[config.mk]
export PLATFORM = sky130hd
export DESIGN_NAME = pc_redirect_controller
export DESIGN_NICKNAME = d
export VERILOG_FILES = /design/src/rtl/pc_redirect_controller_pkg.sv /design/src/rtl/redirect_priority_arbiter.sv /design/src/rtl/pc_redirect_controller.sv
export SDC_FILE = /design/constraint.sdc
export NUM_CORES = 1
export LEC_CHECK = 0
export BUFFER_PORTS_ARGS = -buffer_cell sky130_fd_sc_hd__buf_2
export CORE_AREA = 5 5 123 125
export DETAILED_ROUTE_END_ITERATION = 7
export DIE_AREA = 0 0 128 130
export PLACE_DENSITY = 0.71
export SYNTH_ARGS = -nofsm -noshare
export SYNTH_HDL_FRONTEND = slang
export SYNTH_SLANG_ARGS = --single-unit
export TNS_END_PERCENT = 30
[constraint.sdc]
create_clock -name clock -period 3.4 [get_ports clock]
set_input_delay 0.17 -clock clock [delete_from_list [all_inputs] [get_ports clock]]
set_output_delay 0.17 -clock clock [all_outputs]
set_load 0.1 [all_outputs]
[src/rtl/pc_redirect_controller_pkg.sv]
// Shared types and constants for the PC redirect controller slice.
package pc_redirect_controller_pkg;

  typedef enum logic {
    IDLE  = 1'b0,
    FLUSH = 1'b1
  } state_t;

  localparam int XLEN      = 32;
  localparam int PC_STEP   = 4;
  localparam int REG_IDX_W = 5;

  // Width of the flush down-counter; a single-cycle flush still needs one bit.
  function automatic int flush_cnt_width(input int flush_cycles);
    int w;
    w = $clog2(flush_cycles);
    return (w < 1) ? 1 : w;
  endfunction

endpackage

[src/rtl/redirect_priority_arbiter.sv]
// Fixed-priority one-hot grant: the lowest-indexed valid requester wins.
module redirect_priority_arbiter #(
  parameter int NUM_REQ = 3
) (
  input  logic [NUM_REQ-1:0] req_valid,
  output logic [NUM_REQ-1:0] grant
);

  logic found;

  // Walk from index 0 upward and grant only the first valid requester.
  always_comb begin
    grant = '0;
    found = 1'b0;
    for (int i = 0; i < NUM_REQ; i++) begin
      if (req_valid[i] && !found) begin
        grant[i] = 1'b1;
        found    = 1'b1;
      end
    end
  end

endmodule

[src/rtl/pc_redirect_controller.sv]
// PC redirect controller: owns the architectural PC, arbitrates jump/branch
// redirects, writes the link register and flushes fetch for FLUSH_CYCLES.
// Optional feature macro PC_REDIRECT_COMPRESSED_EN allows 2-byte-aligned
// targets and removes the misaligned-target exception.
module pc_redirect_controller
  import pc_redirect_controller_pkg::*;
#(
  parameter int          NUM_REQ      = 3,
  parameter int          FLUSH_CYCLES = 2,
  parameter logic [31:0] RESET_PC     = 32'h0000_0000
) (
  input  logic                     clock,
  input  logic                     reset,
  input  logic [NUM_REQ-1:0]       req_valid,
  output logic [NUM_REQ-1:0]       req_ready,
  input  logic [NUM_REQ*32-1:0]    req_target,
  input  logic [NUM_REQ*32-1:0]    req_link,
  input  logic [NUM_REQ*5-1:0]     req_rd,
  input  logic                     pc_advance,
  output logic [31:0]              pc_out,
  output logic                     fetch_flush,
  output logic                     rd_write_enable,
  output logic [4:0]               rd_index,
  output logic [31:0]              rd_value,
  output logic                     misaligned_exception,
  output logic [31:0]              exception_pc,
  output logic                     busy
);

  localparam int                CNT_W    = flush_cnt_width(FLUSH_CYCLES);
  localparam logic [CNT_W-1:0]  CNT_LOAD = CNT_W'(FLUSH_CYCLES - 1);

  state_t                 state, state_nxt;
  logic [CNT_W-1:0]       cnt, cnt_nxt;
  logic [NUM_REQ-1:0]     arb_grant;
  logic                   accept;
  logic [XLEN-1:0]        sel_target, sel_link, eff_target;
  logic [REG_IDX_W-1:0]   sel_rd;
  logic                   target_misaligned;
  logic [XLEN-1:0]        pc_nxt, rd_value_nxt, exception_pc_nxt;
  logic [REG_IDX_W-1:0]   rd_index_nxt;
  logic                   rd_we_nxt, exc_nxt;

  redirect_priority_arbiter #(.NUM_REQ(NUM_REQ)) u_arbiter (
    .req_valid (req_valid),
    .grant     (arb_grant)
  );

  // Grants are only visible while idle; during a flush every requester waits.
  assign req_ready   = arb_grant & {NUM_REQ{state == IDLE}};
  assign accept      = |req_ready;
  assign fetch_flush = (state == FLUSH);
  assign busy        = (state != IDLE);

  // One-hot mux of the granted requester's target, link value and rd.
  always_comb begin
    sel_target = '0;
    sel_link   = '0;
    sel_rd     = '0;
    for (int i = 0; i < NUM_REQ; i++) begin
      if (req_ready[i]) begin
        sel_target = sel_target | req_target[i*XLEN +: XLEN];
        sel_link   = sel_link   | req_link[i*XLEN +: XLEN];
        sel_rd     = sel_rd     | req_rd[i*REG_IDX_W +: REG_IDX_W];
      end
    end
  end

  // jalr semantics: bit 0 of the target is always discarded.
  assign eff_target = sel_target & ~XLEN'(1);

`ifdef PC_REDIRECT_COMPRESSED_EN
  assign target_misaligned = 1'b0;
`else
  assign target_misaligned = eff_target[1];
`endif

  // Next-state and next-output logic; strobes default low, held values default to hold.
  always_comb begin
    state_nxt        = state;
    cnt_nxt          = cnt;
    pc_nxt           = pc_out;
    rd_we_nxt        = 1'b0;
    rd_index_nxt     = rd_index;
    rd_value_nxt     = rd_value;
    exc_nxt          = 1'b0;
    exception_pc_nxt = exception_pc;
    case (state)
      IDLE: begin
        if (accept) begin
          if (target_misaligned) begin
            exc_nxt          = 1'b1;
            exception_pc_nxt = eff_target;
          end else begin
            pc_nxt       = eff_target;
            rd_we_nxt    = (sel_rd != '0);
            rd_index_nxt = sel_rd;
            rd_value_nxt = sel_link;
            state_nxt    = FLUSH;
            cnt_nxt      = CNT_LOAD;
          end
        end else if (pc_advance) begin
          pc_nxt = pc_out + XLEN'(PC_STEP);
        end
      end
      FLUSH: begin
        if (cnt == '0) begin
          state_nxt = IDLE;
        end else begin
          cnt_nxt = cnt - 1'b1;
        end
      end
      default: state_nxt = IDLE;
    endcase
  end

  // State, PC and output registers with synchronous reset.
  always_ff @(posedge clock) begin
    if (reset) begin
      state                <= IDLE;
      cnt                  <= '0;
      pc_out               <= RESET_PC;
      rd_write_enable      <= 1'b0;
      rd_index             <= '0;
      rd_value             <= '0;
      misaligned_exception <= 1'b0;
      exception_pc         <= '0;
    end else begin
      state                <= state_nxt;
      cnt                  <= cnt_nxt;
      pc_out               <= pc_nxt;
      rd_write_enable      <= rd_we_nxt;
      rd_index             <= rd_index_nxt;
      rd_value             <= rd_value_nxt;
      misaligned_exception <= exc_nxt;
      exception_pc         <= exception_pc_nxt;
    end
  end

endmodule

==> results of run 1 <==
worst max-delay path, delay by kind of cell, from the launching register on:
kind | cells | cell delay (ns)
buffers and inverters | 2 | 1.09
DFF | 1 | 0.48
and+or+nand+nor | 1 | 0.45
where the power goes:
part           internal (uW)  leakage [uW]  switching, uW  total (uW)
combinational            410       0.00214           1610        2020
clock                    590      0.000143            450        1040
sequential              1350      0.000842            119        1460
kinds of logic (layout without fill, tap and decap cells):
kind of cell / after synthesis / count (layout) / synth area share
fa+ha+maj: 1 / 1 / 0.00246
flops: 102 / 102 / 0.402
buf+inv: 67 / 345 / 0.0611
other cells: 1 / 3 / 0.000738
simple gates: 181 / 181 / 0.176
compound gates: 230 / 230 / 0.358
path summary, 6_finish.rpt:
kind                                    start              endpoint  depth (start not counted)  slack (ns)
worst max-delay path                     busy          req_ready[2]                          3        0.85
worst min-delay path            req_target[1]  misaligned_exception                          3        0.18
worst max register to register           busy            pc_out[25]                          5        0.91
worst min register to register            cnt                  busy                          2        0.46
state kept, by name, summed over array words and instances (netlist names):
signal and cells:
cnt 1, misaligned_exception 1, exception_pc 31, rd_index 5, pc_out 30, rd_write_enable 1, rd_value 32, busy 1
metrics by stage:
step | std cells | area [um^2] | hold slack [ns] | power [uW] | utilization
floorplan | 584 | 5090 | 0.382 | 3070 | -
global placement | 1027 | 6720 | 0.445 | 3500 | 0.488
detailed placement | 1027 | 6720 | 0.447 | 3510 | 0.488
CTS | 1042 | 7010 | 0.173 | 4550 | 0.509
global route | 1042 | 7010 | 0.206 | 4720 | 0.509
finish | 1042 | 7010 | 0.181 | 4520 | 0.509
cells in the final DEF (no fill, tap or decap), types with 2 or more instances in the layout:
master,netlist,routed
nand2b_1,6,6
and3_1,7,7
a21oi_1,28,28
buf_2,20,313
o22ai_1,2,2
nor3_1,7,7
conb_1,1,3
dfxtp_1,102,102
and4_1,3,3
nor2_1,83,82
o31ai_1,11,11
nand3_1,11,11
nand4_1,6,6
nand2_1,35,35
o41ai_1,7,7
a311oi_1,3,3
o21a_1,3,3
a32o_1,7,7
clkbuf_1,35,2
a222oi_1,66,66
a211oi_1,68,68
nor4_1,4,4
buf_4,5,15
a31oi_1,2,2
clkbuf_16,0,9
o21ai_0,19,19
nand3b_1,3,3
cell type report:
type	instances	area (um^2)	share of cell area
clock buffer	12	246	0.0352
clock inverter	3	43.8	0.00625
inverter	1	3.75	0.000535
multi-input combinational	415	2750	0.392
sequential	102	2040	0.291
tap	180	225	0.0321
timing repair buffer	329	1700	0.242
per-layer routing:
| layer | global-route usage | vias up | wire, um |
|---|---|---|---|
| li1 | - | 2900 | - |
| met1 | 0.285 | 2752 | 8110 |
| met2 | 0.383 | 318 | 9770 |
| met3 | 0.0610 | 25 | 1880 |
| met4 | 0.0630 | 0 | 384 |
| met5 | 0 | - | 0 |
==> impl_results.md, run 1 <==
* # fillers at 1388
* Top cell type by total area after synthesis: dfxtp_1
* First-pass GRT wire length at 30000 um
* Endpoint class of the critical path: output pin
* Hold_buf cts at 0
* Overall die height at 130 um
* Ys Warns at 0
* Max stage delay on crit path at 0.56 ns
* Fmax at 392 MHz
* Sink Count at 102
* Post-CTS repair timing setup buffer count at 0
* Syn Area/Cell at around 8.7 um^2
* Final Max Slew Viols at 0
* Status: finished, violations left
* Final period utilization at 0.749
* Register area share after synthesis at 0.402
* Post-route DRC at 12
* RD Place Congestion at roughly 0.86
* Cell Chain, Critical Path: nor4b_4, buf_4, buf_2
* Synth cell count leaders: dfxtp_1 (102), nor2_1 (83), a211oi_1 (68)
* DR vias at 5995
* Antenna violations before repair at 0
* Worst Skew at 0.00918 ns
* Initial core utilization at 0.369
* Yosys cell types at 60
* Fin. Hold Viols at 0
* Pre-CTS setup slack at ~0.93 ns
* Die width at 128 um
* Area grow syn2layout at 38.0%
* Worst hold path class: input port to flip-flop
* Failing checks: design-rule violations
* Largest net degree at the start of global routing at 76
* Final setup viols at 0
* Setup CP Type: flip-flop to output pin
* Synth top area cells: dfxtp_1 (40%), a222oi_1 (13%), a211oi_1 (10%), nor2_1 (6.1%), a21oi_1 (2.8%)
* CTS tree: done
* Maximum VDD drop at 313 uV
* Post-synthesis cell area at between 5000 and 6000 um^2
* Skew-Pair Late Insertion Delay at 0.35 ns
* Setup TNS at 0 ns
* Tmin final at 2.55 ns
* Synth Register Bits at 102
* Crit-path slowest cell: buf_4
* Most common cell in the netlist: dfxtp_1
* Overall Global Routing Usage at 0.227
* Setup ws final at ~0.85 ns
* Max cap viols at 0
* FP Rows at 43
* Area of the core at 13800 um^2
* Synth Instances at 582
* Async set-reset flop share out of synthesis at 0
* Area of the die at ~17000 um^2
* Post-CTS Resized at 0
* Initial DRC count at around 640
* CTS clock-pin slew for the worst setup and hold paths at ~0.070 ns
* Power density over cell area at 644 nW/um^2
* Antenna Nets Post-Route at 0
* Vias in the first global route at ~5.6k
* CTS root buffer: clkbuf_16
* First-pass iteration count of the detailed router at 8
* Layout cells sized above 1 at 0.415
* H-tree depth at 3
* Area share of the largest cell type after synthesis at 0.402
* Final HPWL DP at about 15000 um
* CP max FO at 49
* Startpoint Class: flip-flop
* Clock buffer depth at 2
* Avg Vias per Cell at ~5.8
* Post-synth EDFFs at 0
* Wirelength per Cell at about 19 um
* Worst rel slew slack at 0.389
* WL final at 20100 um
* Data required time at the worst endpoint at 3.23 ns
* Slew @ Worst Pin at 0.907 ns
* Grt total ovfl at 0
* Nets at 1072
* RSZ-0062 raised after global routing: false
* Dominant synthesized flop cell: dfxtp_1
* IO buf count at 314
* Leakage at 0.00312 uW
* Ant diodes at 0
* Data arrival, critical path at ~2.4 ns
* I/O Pins at 321
* CTS buffer count at 9
No activity file was read; power rests on OpenSTA's default activity.
==> inputs of run 2 (changes only) <==
ABC_AREA = 1   (was unset)
CORE_AREA = unset   (was 5 5 123 125)
CORE_MARGIN = 5   (was unset)
CORE_UTILIZATION = 40   (was unset)
DIE_AREA = unset   (was 0 0 128 130)
PLACE_DENSITY = 0.73   (was 0.71)
clock period = 2.61 ns   (was 3.4 ns; I/O delays follow)
==> run 2 against run 1 <==
The flow now finishes without violations; clock skew shrank 0.0022 ns; design area grew 11%; area after synthesis grew 15%; largest cell class unchanged; largest power group unchanged.
==> impl_results.md, run 2 <==
* Status: finished, final reports clean (was finished, violations left)
* Worst rel slew slack at 0.526 (was 0.389)
* Layout cells sized above 1 at 0.296 (was 0.415)
* Internal cell power at 3030 uW (was 2340 uW)
* Commonest cells after routing, fill and taps aside: buf_2 (314), nand2_1 (304), nor2_1 (171) (was buf_2 (313), dfxtp_1 (102), nor2_1 (82))
* Top cell type by total area after synthesis: dfxtp_1 (unchanged)
* Post-synth EDFFs at 0 (unchanged)
* Final period utilization at 0.832
* Overall Global Routing Usage at 0.256 (was 0.227)
* Commonest non-fill, non-tap cell in the layout: buf_2 (unchanged)
* Tmin final at approximately 2.2 ns
* WL final at 22800 um (was 20100 um)
* Vias in the first global route at 6493 (was 5568)
* Hold Path Depth at 3 (unchanged)
* Maximum VDD drop at 397 uV (was 313 uV)
* Syn Area/Cell at 6.12 um^2 (was 8.73 um^2)
* FP Rows at 44 (was 43)
* Sink Count at 102 (unchanged)
* Dominant synthesized flop cell: dfxtp_1 (unchanged)
* CTS tree: done (unchanged)
* Register area share after synthesis at 0.350 (was 0.402)
* Share of power burned in registers at 0.312 (was 0.324)
* Min-delay src: req_target[77] (was req_target[1])
* Data arrival, critical path at 2.47 ns (was 2.38 ns)
* # fillers at 1554 (was 1388)
* Clock buffer depth at 2 (unchanged)
* Worst hold path class: input port to flip-flop (unchanged)
* CP max FO at 43 (was 49)
* Antenna violations before repair at 4 (was 0)
* Reg2Reg Depth at 9 (was 5)
* Endpoint class of the critical path: flip-flop (was output pin)
* Power density over cell area at 812 nW/um^2 (was 644 nW/um^2)
* RD Place Congestion at 0.937 (was 0.864)
* Final Max Slew Viols at 0 (unchanged)
* CTS buffer count at 9 (unchanged)
* Startpoint Class: flip-flop (unchanged)
* Area of the core at 14400 um^2 (was 13800 um^2)
* Regs by FF count: rd_value (32), exception_pc (31), pc_out (30) (unchanged)
* Combinational Power Share at 0.479 (was 0.446)
* Register area at 2040 um^2 (about the same)
* Post-route DRC at 0 (was 12)
* Synth Register Bits at 102 (unchanged)
* Largest Register: rd_value (unchanged)
* Area share of the largest cell type after synthesis at 0.350 (was 0.402)
* Most common cell in the netlist: nand2_1 (was dfxtp_1)
* Setup CP Type: flip-flop to flip-flop (was flip-flop to output pin)
* Final setup viols at 0 (unchanged)
* Area grow syn2layout at 33.6% (was 38.0%)
* Nets at 1448 (was 1072)
* Grt total ovfl at 0 (unchanged)
* R2r endpoint: rd_write_enable (was pc_out[25])
* Data required time at the worst endpoint at 2.91 ns (was 3.23 ns)
* Avg Vias per Cell at 5.05 (was 5.75)
* Post-CTS repair timing setup buffer count at 0 (unchanged)
* Slew @ Worst Pin at 0.710 ns (was 0.907 ns)
* Overall die height at 131 um (was 130 um)
* Setup TNS at 0 ns (unchanged)
* Worst Skew at 0.00694 ns (was 0.00918 ns)
* Fin. Hold Viols at 0 (unchanged)
* Clock Power Share at 0.209 (was 0.230)
* Yosys cell types at 31 (was 60)
* Reg2Reg Setup Slack at 0.44 ns (was 0.91 ns)
* H-tree depth at 3 (unchanged)
* Final HPWL DP at 17600 um (was 15200 um)
* IO buf count at 314 (unchanged)
* Area of the multi-input gates at 3390 um^2 (was 2750 um^2)
* Reg2reg start: busy (unchanged)
* Antenna Nets Post-Route at 0 (unchanged)
* Async set-reset flop share out of synthesis at 0 (unchanged)
* Net load switching power at 3300 uW (was 2170 uW)
* Initial core utilization at 0.404 (was 0.369)
* Max reg flops at 32 (unchanged)
* Max cap viols at 0 (unchanged)
* DR vias at 7202 (was 5995)
* Area of the die at 17100 um^2 (was 16600 um^2)
* Sw Ratio at 0.521 (was 0.481)
* Synth cell count leaders: nand2_1 (304), nor2_1 (172), dfxtp_1 (102) (was dfxtp_1 (102), nor2_1 (83), a211oi_1 (68))
* Post-CTS Resized at 0 (unchanged)
* Skew-Pair Late Insertion Delay at 0.36 ns (was 0.35 ns)
* First-pass GRT wire length at 34100 um (was 30000 um)
* CTS root buffer: clkbuf_16 (unchanged)
* Ys Warns at 0 (unchanged)
* CTS clock-pin slew for the worst setup and hold paths at 0.07 ns (about the same)
* Synth top area cells: dfxtp_1 (35%), nand2_1 (20%), nor2_1 (11%), nand3_1 (5.9%), a21oi_1 (5.0%) (was dfxtp_1 (40%), a222oi_1 (13%), a211oi_1 (10%), nor2_1 (6.1%), a21oi_1 (2.8%))
* Fmax at 460 MHz
* Initial DRC count at 401 (was 644)
* Hold_buf cts at 0 (unchanged)
* Wirelength per Cell at 16.0 um (was 19.3 um)
* Post-synthesis cell area at 5830 um^2 (was 5080 um^2)
* Die width at 131 um (was 128 um)
* Synth Instances at 952 (was 582)
* Leakage at 0.00389 uW (was 0.00312 uW)
* Largest net degree at the start of global routing at 75 (was 76)
* Hold path endpoint: exception_pc[13] (was misaligned_exception)
* First-pass iteration count of the detailed router at 4 (was 8)
* RSZ-0062 raised after global routing: false (unchanged)
* Final Util at 0.540 (was 0.509)
* I/O Pins at 321 (unchanged)
run 2: cell count changes after synthesis, sizes merged, moves of 12 or more:
cell	previous run	this run
a211oi	68	5
a21oi	29	58
a222oi	66	0
a22oi	0	36
clkbuf	35	23
inv	1	38
nand2	35	309
nand3	13	70
nor2	84	177
o21ai	21	77
run 2: how the worst max path moves through the flow:
stage | start | end
6_report | busy | rd_write_enable
5_1_grt | busy | rd_write_enable
4_1_cts | busy | rd_write_enable
3_5_place_dp | busy | busy
3_3_place_gp | busy | busy
2_1_floorplan | busy | rd_value[21]
run 2: cell type report:
cell class                 instances  share of cell area
inverter                          38              0.0183
antenna                            3            0.000964
clock inverter                     7             0.00723
timing repair buffer             325               0.217
multi-input combinational        758               0.436
tap                              184              0.0295
sequential                       102               0.262
clock buffer                       9              0.0289
run 2: critical path: stages, from the launching register on:
cell and delay [ns]:
dfxtp_2 0.37, nor2_4 0.24, nand2_2 0.13, inv_2 0.11, nor2_2 0.05, inv_2 0.17, nand2_2 0.12, inv_2 0.54
nand2_1 0.22, nor2_1 0.15
run 2: cell families (layout without fill, tap and decap cells):
group / Yosys count / count (layout) / share of synthesized area
compound gates: 183 / 183 / 0.177
xor+xnor: 3 / 3 / 0.00451
fa+ha+maj: 1 / 1 / 0.00215
buf+inv: 94 / 379 / 0.0702
flops: 102 / 102 / 0.350
other cells: 1 / 6 / 0.000643
simple gates: 568 / 568 / 0.395
run 2: metrics by stage:
| stage | power [uW] | hold slack (ns) | area, um^2 | setup WS, ns | cells |
|---|---|---|---|---|---|
| global placement | 5020 | 0.429 | 7500 | 0.484 | 1407 |
| detailed placement | 5040 | 0.438 | 7500 | 0.465 | 1407 |
| finish | 6330 | 0.0624 | 7790 | 0.438 | 1426 |
| global route | 6630 | 0.0762 | 7790 | 0.212 | 1426 |
| floorplan | 4380 | 0.315 | 5840 | 0.224 | 954 |
| CTS | 6350 | 0.0582 | 7780 | 0.439 | 1423 |
run 2: power by group through the flow:
stage | Combinational (uW) | Sequential (uW) | Clock, uW
after global routing | 3220 | 2000 | 1410
after global placement | 3020 | 2000 | 0
final | 3030 | 1980 | 1320
after floorplan | 881 | 3490 | 0
after CTS | 3040 | 1970 | 1330
after detailed placement | 3040 | 2000 | 0
run 2: metal layers:
| metal | wire length (um) | share of wire | global-route usage | vias up |
|---|---|---|---|---|
| met5 | 13 | 0.00057 | 0 | - |
| met4 | 439 | 0.019 | 0.0786 | 2 |
| met3 | 1870 | 0.082 | 0.0642 | 31 |
| met2 | 10800 | 0.47 | 0.434 | 258 |
| met1 | 9650 | 0.42 | 0.322 | 3243 |
| li1 | - | - | - | 3668 |
==> inputs of run 3 (changes only) <==
ABC_AREA = 0   (was 1)
CORE_AREA = 5 5 123 125   (was unset)
CORE_MARGIN = unset   (was 5)
CORE_UTILIZATION = unset   (was 40)
DIE_AREA = 0 0 128 130   (was unset)
PLACE_DENSITY = 0.71   (was 0.73)
clock period = 2 ns   (was 2.61 ns; I/O delays follow)
==> run 3 against run 2 <==
Clock-buffer cell count is 5 higher; cell count is 25% lower; clock skew is 0.0010 ns higher; via count is 15% lower; register-to-register slack worse by 0.36 ns; sequential power is 26% higher; power is 26% higher; critical path type unchanged; highest routed layer unchanged.
==> impl_results.md, run 3 (synthesis gave the netlist of run 1 again) <==
* IO buf count at 314 (unchanged)
* Final Max Slew Viols at 0 (unchanged)
* Final setup viols at 0 (unchanged)
* Sink Count at 102 (unchanged)
* Overall die height at 130 um (was 131 um)
* Avg Vias per Cell at 5.72 (was 5.05)
* Area of the core at 13800 um^2 (was 14400 um^2)
* CP max FO at 9 (was 43)
* Maximum VDD drop at 647 uV (was 397 uV)
* Worst hold path class: input port to flip-flop (unchanged)
* Die width at 128 um (was 131 um)
* Overall Global Routing Usage at 0.228 (was 0.256)
* Tmin final at 1.93 ns (was 2.17 ns)
* CTS root buffer: clkbuf_16 (unchanged)
* I/O Pins at 321 (unchanged)
* Tot Pwr at 7970 uW (was 6330 uW)
* Commonest cells after routing, fill and taps aside: buf_2 (311), nor2_1 (82), dfxtp_1 (76) (was buf_2 (314), nand2_1 (304), nor2_1 (171))
* Slew @ Worst Pin at 0.639 ns (was 0.710 ns)
* Nets at 1103 (was 1448)
* Startpoint Class: flip-flop (unchanged)
* Final period utilization at 0.963 (was 0.832)
* Max reg flops at 32 (unchanged)
* Grt total ovfl at 0 (unchanged)
* Regs by FF count: rd_value (32), exception_pc (31), pc_out (30) (unchanged)
* First-pass iteration count of the detailed router at 6 (was 4)
* CTS buffer count at 9 (unchanged)
* Power density over cell area at 1060 nW/um^2 (was 812 nW/um^2)
* WL final at 20600 um (was 22800 um)
* GRT met3 Usage at 0.0696 (was 0.0642)
* GR Layer Usage met1 at 0.287 (was 0.322)
* # fillers at 1347 (was 1554)
* Leakage at 0.00336 uW (was 0.00389 uW)
* RSZ-0062 raised after global routing: false (unchanged)
* DR vias at 6153 (was 7202)
* Fin. Hold Viols at 0 (unchanged)
* Post-route DRC at 0 (unchanged)
* Worst rel slew slack at 0.574 (was 0.526)
* Hold_buf cts at 0 (unchanged)
* Wirelength per Cell at 19.2 um (was 16.0 um)
* GR met2 Demand/Resource at 0.375 (was 0.434)
* First-pass GRT wire length at 30400 um (was 34100 um)
* Max cap viols at 0 (unchanged)
* Initial core utilization at 0.369 (was 0.404)
* Cell Area, Placed at 7120 um^2 (was 7500 um^2)
* Final HPWL DP at 15600 um (was 17600 um)
* Antenna violations before repair at 2 (was 4)
* Fmax at 519 MHz (was 460 MHz)
* Data required time at the worst endpoint at 2.24 ns (was 2.91 ns)
* Data arrival, critical path at 2.17 ns (was 2.47 ns)
* Initial DRC count at 591 (was 401)
* Endpoint class of the critical path: flip-flop (unchanged)
* Status: finished, final reports clean (unchanged)
* H-tree depth at 3 (unchanged)
* Busiest layer in global routing: met2 (unchanged)
* Setup CP Type: flip-flop to flip-flop (unchanged)
* Antenna Nets Post-Route at 0 (unchanged)
* Clock buffer depth at 2 (unchanged)
* CTS tree: done (unchanged)
* CTS clock-pin slew for the worst setup and hold paths at 0.07 ns (about the same)
* Post-route cell area at 7520 um^2 (was 7790 um^2)
* Commonest non-fill, non-tap cell in the layout: buf_2 (unchanged)
* Largest Register: rd_value (unchanged)
* FP Rows at 43 (was 44)
* Largest net degree at the start of global routing at 76 (was 75)
* Post-placement cell count at 1055 (was 1407)
* Vias in the first global route at 5715 (was 6493)
* Area of the die at 16600 um^2 (was 17100 um^2)
* Finished Layout Cells at 1075 (was 1426)
* RD Place Congestion at 0.896 (was 0.937)
* Area grow syn2layout at 48.1% (was 33.6%)
* Worst Skew at 0.00795 ns (was 0.00694 ns)
* Skew-Pair Late Insertion Delay at 0.35 ns (was 0.36 ns)
* Layout cells sized above 1 at 0.470 (was 0.296)
==> run 3: report_power, final <==
part | total [uW] | internal, uW | switching [uW]
logic | 3590 | 822 | 2770
clock network | 1880 | 1120 | 759
registers | 2500 | 2300 | 200
total | 7970 | 4240 | 3730
==> run 3: metrics by stage <==
step | TNS (ns) | setup slack [ns] | hold WS (ns) | util
after floorplan | -0.357 | -0.0888 | 0.312 | -
after global placement | 0 | 0.118 | 0.445 | 0.517
after detailed placement | 0 | 0.104 | 0.451 | 0.517
after CTS | 0 | 0.00554 | 0.113 | 0.540
after global routing | 0 | 0.000819 | 0.152 | 0.546
final | 0 | 0.0750 | 0.123 | 0.546
==> run 3: layout make-up <==
cell class                      instances  area (um^2)  share of cell area
Timing Repair Buffer                  360         2080               0.276
Clock inverter                          2         37.5             0.00499
Sequential cell                       102         2100               0.280
Inverter                                1         3.75            0.000499
Antenna cell                            1         2.50            0.000333
Clock buffer                           14          285              0.0379
Tap cell                              180          225              0.0299
Multi-Input combinational cell        415         2790               0.371
==> run 3: critical path, stage by stage (launching register included) <==
cell	delay, ns
dfxtp_4	0.39
or4_1	0.59
nor4_4	0.45
nand3_1	0.13
a32o_1	0.26
==> run 3: worst paths after layout <==
| path | startpoint | end | slack, ns | cells after the start |
|---|---|---|---|---|
| setup / recovery | busy | pc_out[24] | 0.07 | 4 |
| hold / removal | reset | pc_out[7] | 0.12 | 2 |
| setup reg to reg | busy | pc_out[24] | 0.07 | 4 |
| hold reg to reg | cnt | busy | 0.46 | 2 |
==> run 3: routing by layer <==
| metal | routed length [um] | up-vias |
|---|---|---|
| met2 | 9850 | 289 |
| li1 | - | 2961 |
| met3 | 1910 | 32 |
| met4 | 472 | 2 |
| met5 | 19 | - |
| met1 | 8390 | 2869 |
==> run 3: repair_timing <==
action                                  in CTS  in global routing
endpoints found under the setup margin       0                 15
resized for setup                            0                  4
setup buffers                                0                  1
hold endpoints to repair                     0                  0
